==> config.mk <==
export PLATFORM = sky130hd
export DESIGN_NAME = clint
export DESIGN_NICKNAME = d
export VERILOG_FILES = /design/src/rtl/clint_pkg.sv /design/src/rtl/clint_timer.sv /design/src/rtl/clint.sv
export SDC_FILE = /design/constraint.sdc
export NUM_CORES = 1
export LEC_CHECK = 0
export ABC_AREA = 1
export CORE_ASPECT_RATIO = 1.4
export CORE_MARGIN = 1.5
export CORE_UTILIZATION = 50
export CTS_CLUSTER_DIAMETER = 120
export CTS_CLUSTER_SIZE = 28
export DETAILED_ROUTE_END_ITERATION = 16
export PLACE_DENSITY = 0.82
export SETUP_SLACK_MARGIN = 0.3
export SYNTH_ARGS = -nofsm -noshare
export SYNTH_HDL_FRONTEND = slang
export SYNTH_SLANG_ARGS = --single-unit
==> constraint.sdc <==
create_clock -name clk -period 3.9 [get_ports clk]
set_clock_uncertainty 0.15 [all_clocks]
set_input_delay 0.78 -clock clk [delete_from_list [all_inputs] [get_ports clk]]
set_output_delay 0.78 -clock clk [all_outputs]
set_load 0.005 [all_outputs]
==> src/rtl/clint_pkg.sv <==
// clint_pkg: register offsets, reset values, register-file type and byte-merge helper for the clint
package clint_pkg;
  localparam logic [31:0] clint_msip_off = 32'h0000_0000;
  localparam logic [31:0] clint_mtimecmp_off = 32'h0000_4000;
  localparam logic [31:0] clint_mtime_off = 32'h0000_BFF8;
  localparam logic [63:0] clint_mtimecmp_rst = 64'hFFFF_FFFF_FFFF_FFFF;
  typedef enum logic {IDLE, RESP} clint_state_e;
  typedef struct packed {
    clint_state_e state;
    logic msip;
    logic mtip;
    logic [63:0] mtimecmp;
    logic [31:0] rdata;
  } clint_reg_type;
  function automatic logic [31:0] merge_bytes(input logic [31:0] old, input logic [31:0] wdata, input logic [3:0] wstrb);
    merge_bytes = old;
    for (int i = 0; i < 4; i++) if (wstrb[i]) merge_bytes[8*i +: 8] = wdata[8*i +: 8];
  endfunction
endpackage

==> src/rtl/clint_timer.sv <==
// clint_timer: prescaler plus 64-bit mtime counter; a write to either half preempts that cycle's increment
module clint_timer import clint_pkg::*; #(
  parameter int unsigned CLK_DIVIDER = 1
) (
  input  logic        clk,
  input  logic        rst,
  input  logic        we_lo_i,
  input  logic        we_hi_i,
  input  logic [31:0] wdata_i,
  input  logic [3:0]  wstrb_i,
  output logic        tick_o,
  output logic [63:0] mtime_d_o,
  output logic [63:0] mtime_o
);
  logic [15:0] prescaler_q, prescaler_d;
  logic [63:0] mtime_q;
  always_comb begin
    tick_o = prescaler_q == 16'(CLK_DIVIDER - 1);
    prescaler_d = tick_o ? '0 : prescaler_q + 16'd1;
    mtime_d_o = we_lo_i ? {mtime_q[63:32], merge_bytes(mtime_q[31:0], wdata_i, wstrb_i)} :
                we_hi_i ? {merge_bytes(mtime_q[63:32], wdata_i, wstrb_i), mtime_q[31:0]} :
                tick_o  ? mtime_q + 64'd1 : mtime_q;
  end
  always_ff @(posedge clk) begin
    if (!rst) begin
      prescaler_q <= '0;
      mtime_q <= '0;
    end else begin
      prescaler_q <= prescaler_d;
      mtime_q <= mtime_d_o;
    end
  end
  assign mtime_o = mtime_q;
endmodule

==> src/rtl/clint.sv <==
// clint: memory-mapped msip/mtimecmp/mtime with single-cycle valid/ready response and registered mtip
module clint import clint_pkg::*; #(
  parameter int unsigned CLK_DIVIDER = 1,
  parameter logic [31:0] ADDR_MASK = 32'h0000_FFFF
) (
  input  logic        clk,
  input  logic        rst,
  input  logic        clint_valid,
  input  logic        clint_instr,
  input  logic [31:0] clint_addr,
  input  logic [31:0] clint_wdata,
  input  logic [3:0]  clint_wstrb,
  output logic [31:0] clint_rdata,
  output logic        clint_ready,
  output logic        clint_msip,
  output logic        clint_mtip,
  output logic [63:0] clint_mtime
);
  clint_reg_type r_q, r_d;
  logic [31:0] off;
  logic req, wr, tick;
  logic sel_msip, sel_cmp_lo, sel_cmp_hi, sel_time_lo, sel_time_hi;
  logic [63:0] mtime_q, mtime_d;
  always_comb begin
    off = clint_addr & ADDR_MASK & ~32'h3;
    req = clint_valid && !clint_instr;
    wr = req && |clint_wstrb;
    sel_msip = off == clint_msip_off;
    sel_cmp_lo = off == clint_mtimecmp_off;
    sel_cmp_hi = off == clint_mtimecmp_off + 32'h4;
    sel_time_lo = off == clint_mtime_off;
    sel_time_hi = off == clint_mtime_off + 32'h4;
  end
  clint_timer #(.CLK_DIVIDER(CLK_DIVIDER)) u_timer (
    .clk(clk),
    .rst(rst),
    .we_lo_i(wr && sel_time_lo),
    .we_hi_i(wr && sel_time_hi),
    .wdata_i(clint_wdata),
    .wstrb_i(clint_wstrb),
    .tick_o(tick),
    .mtime_d_o(mtime_d),
    .mtime_o(mtime_q)
  );
  always_comb begin
    r_d = r_q;
    r_d.state = clint_valid ? RESP : IDLE;
    r_d.msip = wr && sel_msip && clint_wstrb[0] ? clint_wdata[0] : r_q.msip;
    r_d.mtimecmp[31:0] = wr && sel_cmp_lo ? merge_bytes(r_q.mtimecmp[31:0], clint_wdata, clint_wstrb) : r_q.mtimecmp[31:0];
    r_d.mtimecmp[63:32] = wr && sel_cmp_hi ? merge_bytes(r_q.mtimecmp[63:32], clint_wdata, clint_wstrb) : r_q.mtimecmp[63:32];
    r_d.rdata = !req ? '0 :
                sel_msip ? {31'd0, r_q.msip} :
                sel_cmp_lo ? r_q.mtimecmp[31:0] :
                sel_cmp_hi ? r_q.mtimecmp[63:32] :
                sel_time_lo ? mtime_q[31:0] :
                sel_time_hi ? mtime_q[63:32] : '0;
    // operands only move on a tick or a write, so the compare result is otherwise unchanged
    r_d.mtip = tick || wr ? mtime_d >= r_d.mtimecmp : r_q.mtip;
  end
  always_ff @(posedge clk) begin
    if (!rst) r_q <= '{state: IDLE, msip: 1'b0, mtip: 1'b0, mtimecmp: clint_mtimecmp_rst, rdata: '0};
    else r_q <= r_d;
  end
  assign clint_ready = r_q.state == RESP;
  assign clint_rdata = r_q.rdata;
  assign clint_msip = r_q.msip;
  assign clint_mtip = r_q.mtip;
  assign clint_mtime = mtime_q;
endmodule

== Word level (Yosys, flattened, before mapping) ==
Cells that the tools add are included.

* Bits of input ports: 72
* Output and inout bits: 99
* Bits in registers: 179
* Logic and storage cells: 60

* Add/sub/neg operators: 2
* Equality and inequality tests: 4
* $lt $le $gt $ge: 1
* Multiplexer cells: 27
* Bitwise operators: 2
* Reductions and logical operators: 16

{| class="wikitable"
|+ Operators by type and width
! operator !! count
|-
| 32-bit two-way mux || 6
|-
| 64-bit two-way mux || 3
|-
| 8-bit two-way mux || 16
|-
| 64-bit by 1-bit adder with 64-bit output, second input constant || 1
|-
| 64-bit >= comparator || 1
|-
| 32-bit logical NOT || 1
|-
| 14-bit by 13-bit == test with 1-bit output, second input constant || 2
|-
| 14-bit == test, second input constant || 2
|-
| 16-bit by 1-bit adder with 16-bit output, second input constant || 1
|-
| 16-bit logical NOT || 1
|-
| 1-bit logical AND || 8
|-
| 4-bit OR reduction || 1
|-
| 3-bit OR reduction || 1
|-
| 1-bit two-way mux || 2
|-
| 1-bit inverter || 2
|-
| 2-bit AND reduction || 1
|-
| 2-bit OR reduction || 1
|-
| 1-bit logical NOT || 1
|-
| 1-bit logical OR || 1
|}

== Depth between registers and ports, before layout ==
Gate-level depths: netlist (run 1).

* Word-level depth: 7
* Depth in mapped cells: 27
* Depth with buffers taken out: 27

== Modules after synthesis ==
From an unflattened synthesis (run 1), not the netlist that was laid out.

* Cell total of the unflattened synthesis: 2274
* Area total of the unflattened synthesis: 13426.6 um2

{| class="wikitable"
|+ By module, submodules not included
! module !! seq. area each (um2) !! area an instance (um2) !! cells an instance !! times used
|-
| clint || 1981.9 || 6765.2 || 1049 || 1
|-
| clint_timer || 1601.5 || 6661.4 || 1225 || 1
|}

== Worst setup path before layout (run 1) ==
No wires, ideal clock.

* Path kind: input -> register
* Start: input port clint_wstrb[0]
* End: register r_q (netlist bit clint_mtip)
* Library setup time: 0.070 ns
* Setup slack: 0.478 ns
* Data required time: 3.680 ns
* Path buffers: 3
* Arrival: 3.202 ns
* Stages: 20
* Cell sequence: buf_4 -> inv_2 -> a31oi_4 -> inv_2 -> nor2_4 -> inv_2 -> buf_2 -> buf_2 -> nor2_1 -> inv_1 -> nand2_1 -> inv_1 -> ha_1 -> nand2_1 -> nor2_1 -> nand4_1 -> nor4_1 -> nor3b_1 -> nand2_1 -> a21oi_1

* Word-level cells in the longest chain between the ends: 6
* Elaborated cells on any way between the ends: 16
* Those cells by class: order compare (1); mux (8); reduce/logical (7)

{| class="wikitable"
|+ RTL lines
! item !! RTL line !! source
|-
| start: declaration || clint.sv:12 || <nowiki>input logic [3:0] clint_wstrb,</nowiki>
|-
| 4-bit OR reduction * || clint.sv:27 || <nowiki>wr = req && |clint_wstrb;</nowiki>
|-
| 1-bit logical AND * || clint.sv:27 ||
|-
| 1-bit logical AND || clint.sv:38 || <nowiki>.we_hi_i(wr && sel_time_hi),</nowiki>
|-
| 64-bit two-way mux || clint_timer.sv:21 || <nowiki>we_hi_i ? {merge_bytes(mtime_q[63:32], wdata_i, wstrb_i), mtime_q[31:0]} :</nowiki>
|-
| 64-bit two-way mux * || clint_timer.sv:20 || <nowiki>mtime_d_o = we_lo_i ? {mtime_q[63:32], merge_bytes(mtime_q[31:0], wdata_i, wstrb_i)} :</nowiki>
|-
| named net mtime_d[63] || clint.sv:23 || <nowiki>logic [63:0] mtime_q, mtime_d;</nowiki>
|-
| 64-bit >= comparator * || clint.sv:58 || <nowiki>r_d.mtip = tick || wr ? mtime_d >= r_d.mtimecmp : r_q.mtip;</nowiki>
|-
| end signal: assignment || clint.sv:61 || <nowiki>if (!rst) r_q <= '{state: IDLE, msip: 1'b0, mtip: 1'b0, mtimecmp: clint_mtimecmp_rst, rdata: '0};</nowiki>
|-
| end signal: assignment || clint.sv:62 || <nowiki>else r_q <= r_d;</nowiki>
|-
| end: declaration || clint.sv:19 || <nowiki>clint_reg_type r_q, r_d;</nowiki>
|}

Mark *: on every way through the listed nets, which the timed path passes. The rest lies on a longest branch.
A chain may end at the register's enable or synchronous reset.

== Worst setup path after layout (run 1) ==
* Start: input port clint_addr[14]
* End: register r_q (netlist bit clint_mtip)

* Word-level cells in the longest chain between the ends: 5
* Elaborated cells on any way between the ends: 13
* Those cells by class: order compare (1); eq/ne (4); mux (4); reduce/logical (4)

{| class="wikitable"
|+ RTL lines
! item !! RTL line !! source
|-
| start: declaration || clint.sv:10 || <nowiki>input logic [31:0] clint_addr,</nowiki>
|-
| 14-bit == test || clint.sv:32 || <nowiki>sel_time_hi = off == clint_mtime_off + 32'h4;</nowiki>
|-
| 1-bit logical AND || clint.sv:38 ||
|-
| 64-bit two-way mux || clint_timer.sv:21 ||
|-
| 64-bit two-way mux * || clint_timer.sv:20 ||
|-
| named net mtime_d[37] || clint.sv:23 ||
|-
| 64-bit >= comparator * || clint.sv:58 ||
|}

Marks and branches as above.

==> parameters.txt, run 1 <==
Parameter                              Value

Clock network
  TritonCTS clock tree    built
  Post-CTS Hold Buffers    0
  Number of buffers on the longest clock path    2
  Clock edge transition at the registers on the reported setup and hold paths    about 0.08 ns
  CTS root buf    sky130_fd_sc_hd__clkbuf_16
  Latest clock arrival within the worst-skew pair    approximately 0.47 ns
  CTS Buf Count    17
  Num Clock Sinks    179
  Number of H-tree branching levels    4

Drt
  Routed wire per std cell    between 20 and 25 µm
  Final antenna-violating net count    0
  Number of remaining DRC errors    0
  Detailed-routing iteration count for the pre-antenna-repair pass    6
  Drt first-iter violations    about 1600
  Detailed-route vias per instance    5.90
  Overall via count from detail_route    16200
  Total wirelength of the detailed-routed design    58.0 mm

Finish
  Final core utilization    71.8%
  Area delta synth->final    41.3%
  Antenna diode count    0
  Share of post-route cells with drive strength above 1    a little over a fifth
  Final instance area    0.0177 mm²
  Final instance count without filler cells    2745
  Net count, final    between 2000 and 3000

Worst setup path
  CP peak stage delay    roughly 0.31 ns
  Element type at the critical path end    flip-flop
  Cells traversed along the worst timing path    dlygate4sd2_1 > inv_2 > nand2_1 > nor3_4 > nand3_1 > nor2_4 > buf_12 > buf_4 > o21ai_0 > nand2_1 > nand2_1 > nand2_1 > inv_1 > ha_1 > a21oi_1 > nor2_1 > nor2_1 > nand3_1 > nand2_1 > nand2_1 > nand2_1 > nand2_1 > inv_1 > a21oi_1
  Critical path data required time    ~4 ns
  CP Launch Type    primary input
  CP Max Fanout    14
  Crit-path leading delay family    simple AND/OR/NAND/NOR gates
  Dominant cell type by count on the critical path    sky130_fd_sc_hd__nand2_1
  Type of the worst setup path    primary input to flip-flop
  Crit path max-delay cell type    sky130_fd_sc_hd__nand3_1
  Worst endpoint data arrival time    approximately 4 ns
  Count of buffering cells on the critical path with inverters included    6

Floorplan
  Core area    0.0247 mm²
  Initial cell density of the core    50.8%
  Die height    around 190 µm
  Die span in x    137 µm
  Top-Level Pins    171
  Cell row count    between 60 and 70
  Full die area    0.0261 mm²

Synthesis
  Share of the synthesized area in the top cell type    ~29%
  Synth Area per Inst    6.19 µm²
  Synthesized netlist cell count    2027
  Library cell with the highest instance count after synthesis    sky130_fd_sc_hd__nand2_1
  Number of enable-type register cells in the synthesized netlist    0
  Number of unique standard cell types used by synthesis    43
  Predominant post-synthesis flop cell    sky130_fd_sc_hd__dfxtp_1
  Yosys top cell by area    sky130_fd_sc_hd__dfxtp_1
  Yosys warns    0
  Net count after synthesis    2166
  Fraction of the yosys area taken by sequential cells    28.6%
  Post-synthesis instance area    ~0.013 mm²
  Share of flip-flops with an asynchronous set or reset after synthesis    0%
  Post-synth top cells    573 x sky130_fd_sc_hd__nand2_1, 264 x sky130_fd_sc_hd__nor2_1, 243 x sky130_fd_sc_hd__inv_1
  Register bit count reported by yosys    179
  Biggest area contributors in the synthesized netlist    sky130_fd_sc_hd__dfxtp_1 29%, sky130_fd_sc_hd__nand2_1 17%, sky130_fd_sc_hd__nor2_1 7.9%

Placed design
  # placed instances    2668
  Total of buffers placed on input and output ports    about 150
  Standard cell area after detailed placement    0.0161 mm²
  Detailed placer's ending HPWL    42.0 mm
  Pre-CTS setup slack    -0.438 ns
  Routability congestion estimate    1.07

Power and ir drop
  Net switching power    999 µW
  Register share of total power    45.6%
  Portion of total power attributed to combinational logic    6.8%
  Share of power burned in the clock network    47.6%
  Power after layout    4.02 mW
  Worst-case vdd ir drop    0.321 mV
  Total internal power    3.02 mW
  Leakage    8.21 nW
  Switching power share of the total    between 20% and 30%
  Power per Cell Area    roughly 230 mW/mm²

Job
  Number of max-capacitance violations reported    0

Global route
  Met2 routing resource usage after global routing    71.3%
  Via count of the first global-routing pass    15500
  Busiest layer in global routing    met2
  Pin count of the biggest net entering global routing    66
  Total overflow reported by the global router    0
  Met3 track utilization from global routing    ~9.9%
  Overall track demand over capacity in global routing    43.1%
  Initial antenna violation count    0
  Fraction of met1 tracks used by global routing    47.0%
  First-pass GRT wire length    between 80 and 90 mm

Timing
  Worst slack on hold paths    0.347 ns
  Final hold violation count    0
  Worst Slack Setup Final    0.143 ns
  Summed negative setup slack over all endpoints    0 ns
  Slew @ Worst Pin    0.863 ns
  Period Utilization, post-route    96.3%
  Achievable frequency    0.266 GHz
  Setup Viol. Count Final    0
  Max_slew headroom    ~42%
  Unrepaired setup endpoints after global routing    yes
  Time the final worst path needs with I/O delays and setup    around 3.8 ns
  Pins over their slew limit    0

Worst hold path
  Type of the worst min-delay path    flip-flop to flip-flop

Status
  Outcome    finished, final reports clean
## power by group through the flow
stage	clock network, mW	registers [mW]	logic (mW)
finish	1.91	1.83	0.274
detailed placement	0	1.87	0.250
floorplan	0	1.88	0.105
global route	1.97	1.83	0.290
global placement	0	1.87	0.246
CTS	1.91	1.83	0.253
## cells in the final DEF (no fill, tap or decap), drive strengths merged, types with 28 or more instances in the layout
cell type / synthesis / routed
a21oi: 97 / 97
a41oi: 31 / 31
buf: 53 / 322
clkbuf: 50 / 32
clkdlybuf4s50: 0 / 131
dfxtp: 179 / 179
ha: 67 / 67
inv: 253 / 255
nand2: 574 / 574
nand3: 126 / 126
nand4: 45 / 45
nor2: 277 / 277
nor3: 28 / 28
o21ai: 141 / 141
o22ai: 34 / 34
## per-layer routing
layer	part of all wire [%]	wire (µm)	vias up
met3	9.7	5600	314
met4	8.3	4820	0
met5	0	0	-
li1	-	-	7368
met2	47	27100	1110
met1	35	20400	7396
## final timing paths
check                           slack, ns                 from              to  cells after the start
worst max-delay path                 0.14       clint_addr[14]      clint_mtip                     24
worst min-delay path                 0.35              r_q[71]  clint_rdata[7]                      2
worst max register to register       0.20  u_timer.mtime_o[12]      clint_mtip                     24
worst min register to register       0.35              r_q[71]  clint_rdata[7]                      2
## worst register-to-register path, cell delays in order (launching register included)
cell and delay [ns]:
sky130_fd_sc_hd__dfxtp_4 0.38, sky130_fd_sc_hd__nand2_1 0.09, sky130_fd_sc_hd__nor2_1 0.13, sky130_fd_sc_hd__buf_4 0.17, sky130_fd_sc_hd__buf_4 0.13, sky130_fd_sc_hd__nand4_1 0.08, sky130_fd_sc_hd__buf_4 0.18, sky130_fd_sc_hd__nor2_4 0.13
sky130_fd_sc_hd__buf_4 0.14, sky130_fd_sc_hd__nand2_1 0.10, sky130_fd_sc_hd__xor2_1 0.15, sky130_fd_sc_hd__nand2_1 0.06, sky130_fd_sc_hd__nand2_1 0.10, sky130_fd_sc_hd__nand2_1 0.12, sky130_fd_sc_hd__ha_1 0.34, sky130_fd_sc_hd__nand2_1 0.14
sky130_fd_sc_hd__nor2_1 0.07, sky130_fd_sc_hd__nor2_1 0.13, sky130_fd_sc_hd__nand3_1 0.31, sky130_fd_sc_hd__nand2_1 0.16, sky130_fd_sc_hd__nand2_1 0.08, sky130_fd_sc_hd__nand2_1 0.07, sky130_fd_sc_hd__nand2_1 0.06, sky130_fd_sc_hd__inv_1 0.07
sky130_fd_sc_hd__a21oi_1 0.07
## flip-flops by register name, summed over array words and instances (netlist names)
signal               cells
clint_msip               1
clint_mtip               1
clint_rdata             32
clint_ready              1
r_q                     64
u_timer.mtime_o         64
u_timer.prescaler_q     16
## kinds of logic (layout without fill, tap and decap cells)
group / Yosys count / after routing / share of synthesized area (%)
mux: 9 / 9 / 0.718
compound gates: 333 / 333 / 15.8
flops: 179 / 179 / 28.6
simple gates: 1067 / 1067 / 35.3
xor+xnor: 15 / 15 / 1.05
fa+ha+maj: 67 / 67 / 6.68
buf+inv: 357 / 760 / 11.9
## cell type report
cell class | instances | area, µm²
timing repair buffer | 474 | 4110
inverter | 254 | 962
sequential | 179 | 3610
clock buffer | 22 | 484
tap | 315 | 394
multi-input combinational | 1491 | 8020
fill | 2008 | 6950
clock inverter | 10 | 145
## timing repair
item | in CTS | in global routing
buffers inserted | 26 | 17
pin swaps | 33 | 58
setup endpoints to repair | 1 | 2
cloned | 1 | 1
gates resized for setup | 88 | 146
Power figures use the tool's default switching activity.
==> run 2: changes to the inputs <==
Settings changed: PLACE_DENSITY 0.82 to 0.81, SYNTH_HIERARCHICAL set to 1.
==> run 2 against run 1 <==
  * Sequential cell count is the same
  * Hold slack lost 0.035 ns
  * Power shrank 2.4%
  * Register-to-register slack gained 0.23 ns
  * Area after synthesis grew 7.1%
  * Sequential power is essentially flat
  * Maximum frequency grew 2.6%
  * Final area grew 5.8%
  * Core utilization shrank 0.48 points
  * Critical endpoint unchanged
  * Highest routed layer unchanged
==> parameters.txt, run 2 <==
Parameter                              Value

Placed design
  Total of buffers placed on input and output ports    152
  Detailed placer's ending HPWL    between 40 and 50 mm
  # placed instances    2843
  Standard cell area after detailed placement    0.0164 mm²
  Routability congestion estimate    1.09

Finish
  Antenna diode count    0
  Net count, final    2759
  Share of post-route cells with drive strength above 1    roughly a fifth
  Area delta synth->final    39.6%
  Commonest non-fill, non-tap cells in the layout    636 x sky130_fd_sc_hd__nand2_1, 296 x sky130_fd_sc_hd__inv_1, 244 x sky130_fd_sc_hd__buf_4, 222 x sky130_fd_sc_hd__nor2_1, 179 x sky130_fd_sc_hd__o21ai_0
  Final instance count without filler cells    roughly 3000
  Most common cell after layout, fill and taps aside    sky130_fd_sc_hd__nand2_1
  Final instance area    0.0187 mm²

Synthesis
  Yosys top cell by area    sky130_fd_sc_hd__dfxtp_1
  Post-synth top cells    683 x sky130_fd_sc_hd__nand2_1, 305 x sky130_fd_sc_hd__inv_1, 254 x sky130_fd_sc_hd__nor2_1
  Predominant post-synthesis flop cell    sky130_fd_sc_hd__dfxtp_1
  Synthesized netlist cell count    2274
  Library cell with the highest instance count after synthesis    sky130_fd_sc_hd__nand2_1
  Register bit count reported by yosys    about 180
  Number of enable-type register cells in the synthesized netlist    0
  Share of flip-flops with an asynchronous set or reset after synthesis    0%
  Yosys warns    6
  Net count after synthesis    2413
  Number of unique standard cell types used by synthesis    47
  Synth Area per Inst    5.90 µm²
  Biggest area contributors in the synthesized netlist    sky130_fd_sc_hd__dfxtp_1 27%, sky130_fd_sc_hd__nand2_1 19%, sky130_fd_sc_hd__inv_1 8.5%
  Share of the synthesized area in the top cell type    between 20% and 30%
  Fraction of the yosys area taken by sequential cells    between 20% and 30%
  Post-synthesis instance area    0.0134 mm²

Drt
  Number of remaining DRC errors    0
  Total wirelength of the detailed-routed design    roughly 65 mm
  Final antenna-violating net count    0
  Routed wire per std cell    22.0 µm
  Detailed-route vias per instance    5.98
  Detailed-routing iteration count for the pre-antenna-repair pass    7
  Overall via count from detail_route    17700
  Drt first-iter violations    2253

Timing
  Worst slack on hold paths    0.312 ns
  Period Utilization, post-route    93.9%
  Achievable frequency    between 0.2 and 0.3 GHz
  Pins over their slew limit    0
  Slew @ Worst Pin    0.827 ns
  Summed negative setup slack over all endpoints    0 ns
  Unrepaired setup endpoints after global routing    no
  Final hold violation count    0
  Max_slew headroom    44.9%
  Time the final worst path needs with I/O delays and setup    3.66 ns
  Setup Viol. Count Final    0

Worst setup path
  Worst endpoint data arrival time    3.92 ns
  CP Launch Type    primary input
  Beginning of the worst register-to-register path    u_timer/mtime_o[1]
  Critical path data required time    4.16 ns
  Launching instance or port of the critical path    clint_addr[5]
  Type of the worst setup path    primary input to flip-flop
  Element type at the critical path end    flip-flop
  CP Max Fanout    9

Global route
  Busiest layer in global routing    met2
  Fraction of met1 tracks used by global routing    about 46%
  Via count of the first global-routing pass    16700
  Pin count of the biggest net entering global routing    63
  Met3 track utilization from global routing    between 10 and 15%
  First-pass GRT wire length    just over 90 mm
  Met2 routing resource usage after global routing    approximately 73%
  Initial antenna violation count    0
  Total overflow reported by the global router    0
  Overall track demand over capacity in global routing    44.1%

Floorplan
  Full die area    0.0279 mm²
  Top-Level Pins    171
  Core area    0.0263 mm²
  Initial cell density of the core    between 50% and 60%
  Die span in x    141 µm
  Die height    197 µm
  Cell row count    70

Worst hold path
  Worst hold start    u_timer/prescaler_q[0]
  Type of the worst min-delay path    flip-flop to flip-flop

Clock network
  Num Clock Sinks    179
  Clock edge transition at the registers on the reported setup and hold paths    0.08 ns
  Number of buffers on the longest clock path    2
  CTS Buf Count    17
  Number of H-tree branching levels    4
  Latest clock arrival within the worst-skew pair    0.48 ns
  CTS root buf    sky130_fd_sc_hd__clkbuf_16
  TritonCTS clock tree    built

Status
  Outcome    finished, final reports clean

Job
  Number of max-capacitance violations reported    0

Power and ir drop
  Worst-case vdd ir drop    0.323 mV
  Leakage    9.36 nW
  Power after layout    about 3.9 mW
  Power per Cell Area    209 mW/mm²
[run 2: changes by cell type after synthesis, moves of 7 or more]
cell	delta
sky130_fd_sc_hd__a21oi_1	+32
sky130_fd_sc_hd__o21ai_0	+81
sky130_fd_sc_hd__buf_2	-7
sky130_fd_sc_hd__clkbuf_1	+13
sky130_fd_sc_hd__nand2_1	+110
sky130_fd_sc_hd__a41oi_1	-31
sky130_fd_sc_hd__mux2i_1	-9
sky130_fd_sc_hd__nor2_1	-10
sky130_fd_sc_hd__o22ai_1	-24
sky130_fd_sc_hd__nand4_1	-10
sky130_fd_sc_hd__or2_2	+7
sky130_fd_sc_hd__inv_1	+62
sky130_fd_sc_hd__o22ai_2	-10
sky130_fd_sc_hd__nand3_1	+38
[run 2: path summary, 6_finish.rpt]
path / slack (ns) / cells past startpoint / to
min reg2reg: 0.31 / 1 / u_timer/prescaler_q[0]
max reg2reg: 0.43 / 23 / clint_mtip
max: 0.24 / 25 / clint_mtip
min: 0.31 / 1 / u_timer/prescaler_q[0]
[run 2: cell families (layout without fill, tap and decap cells)]
| family | count (synthesis) | after routing | synth area share, % |
|---|---|---|---|
| simple gates | 1219 | 1220 | 38.7 |
| buf+inv | 423 | 780 | 13.0 |
| compound gates | 371 | 371 | 14.3 |
| flops | 179 | 179 | 26.7 |
| fa+ha+maj | 67 | 67 | 6.24 |
| xor+xnor | 15 | 15 | 0.979 |
[run 2: critical path, stage by stage]
cell                       delay [ns]
sky130_fd_sc_hd__clkbuf_2        0.15
sky130_fd_sc_hd__buf_4           0.16
sky130_fd_sc_hd__or2_4           0.23
sky130_fd_sc_hd__buf_6           0.13
sky130_fd_sc_hd__nor4_4          0.28
sky130_fd_sc_hd__nand2_4         0.14
sky130_fd_sc_hd__nor2_8          0.13
sky130_fd_sc_hd__buf_12          0.13
sky130_fd_sc_hd__buf_6           0.10
sky130_fd_sc_hd__buf_12          0.12
sky130_fd_sc_hd__buf_16          0.14
sky130_fd_sc_hd__nand2_1         0.07
sky130_fd_sc_hd__o21ai_0         0.11
sky130_fd_sc_hd__inv_1           0.10
sky130_fd_sc_hd__ha_1            0.29
sky130_fd_sc_hd__nand2_1         0.07
sky130_fd_sc_hd__nor2_1          0.17
sky130_fd_sc_hd__nand2_2         0.09
sky130_fd_sc_hd__nor2_4          0.09
sky130_fd_sc_hd__nand2_1         0.06
sky130_fd_sc_hd__nand2_1         0.07
sky130_fd_sc_hd__nor2_1          0.05
sky130_fd_sc_hd__nand2_1         0.09
sky130_fd_sc_hd__nand2_2         0.06
sky130_fd_sc_hd__a21oi_2         0.11
[run 2: final cells by class]
| cell class | count | area [µm²] |
|---|---|---|
| flip-flops and latches | 179 | 3610 |
| clock buffers | 17 | 425 |
| well taps | 324 | 405 |
| multi-input cells | 1673 | 8870 |
| clock inverters | 14 | 164 |
| fillers | 2127 | 7530 |
| inverters | 310 | 1180 |
| repair buffers | 439 | 4080 |
[run 2: where the power goes]
| part | internal (mW) | switching (mW) | total [mW] |
|---|---|---|---|
| Combinational | 0.105 | 0.181 | 0.286 |
| Sequential | 1.83 | 0.00548 | 1.83 |
| Clock | 0.912 | 0.893 | 1.80 |
[run 2: routing by layer]
metal / part of all wire [%] / routed length [µm]
met5: 0 / 0
met2: 45 / 29200
met4: 12 / 7760
met3: 10 / 6670
met1: 33 / 21300
[run 2: what timing repair did]
| action | in CTS | in global routing |
|---|---|---|
| buffers inserted | 42 | 31 |
| pin swaps | 44 | 78 |
| cloned | 5 | 4 |
| endpoints found under the setup margin | 1 | 3 |
| hold buffers | 0 | 0 |
| endpoints found under the hold margin | 0 | 0 |
| resized for setup | 101 | 198 |
[run 2: per-stage QoR]
stage               setup WS [ns]  utilization [%]
CTS                         0.300             67.5
floorplan                   0.310                -
global placement           -0.406             62.4
finish                      0.238             71.3
detailed placement         -0.461             62.4
global route               0.0754             71.3
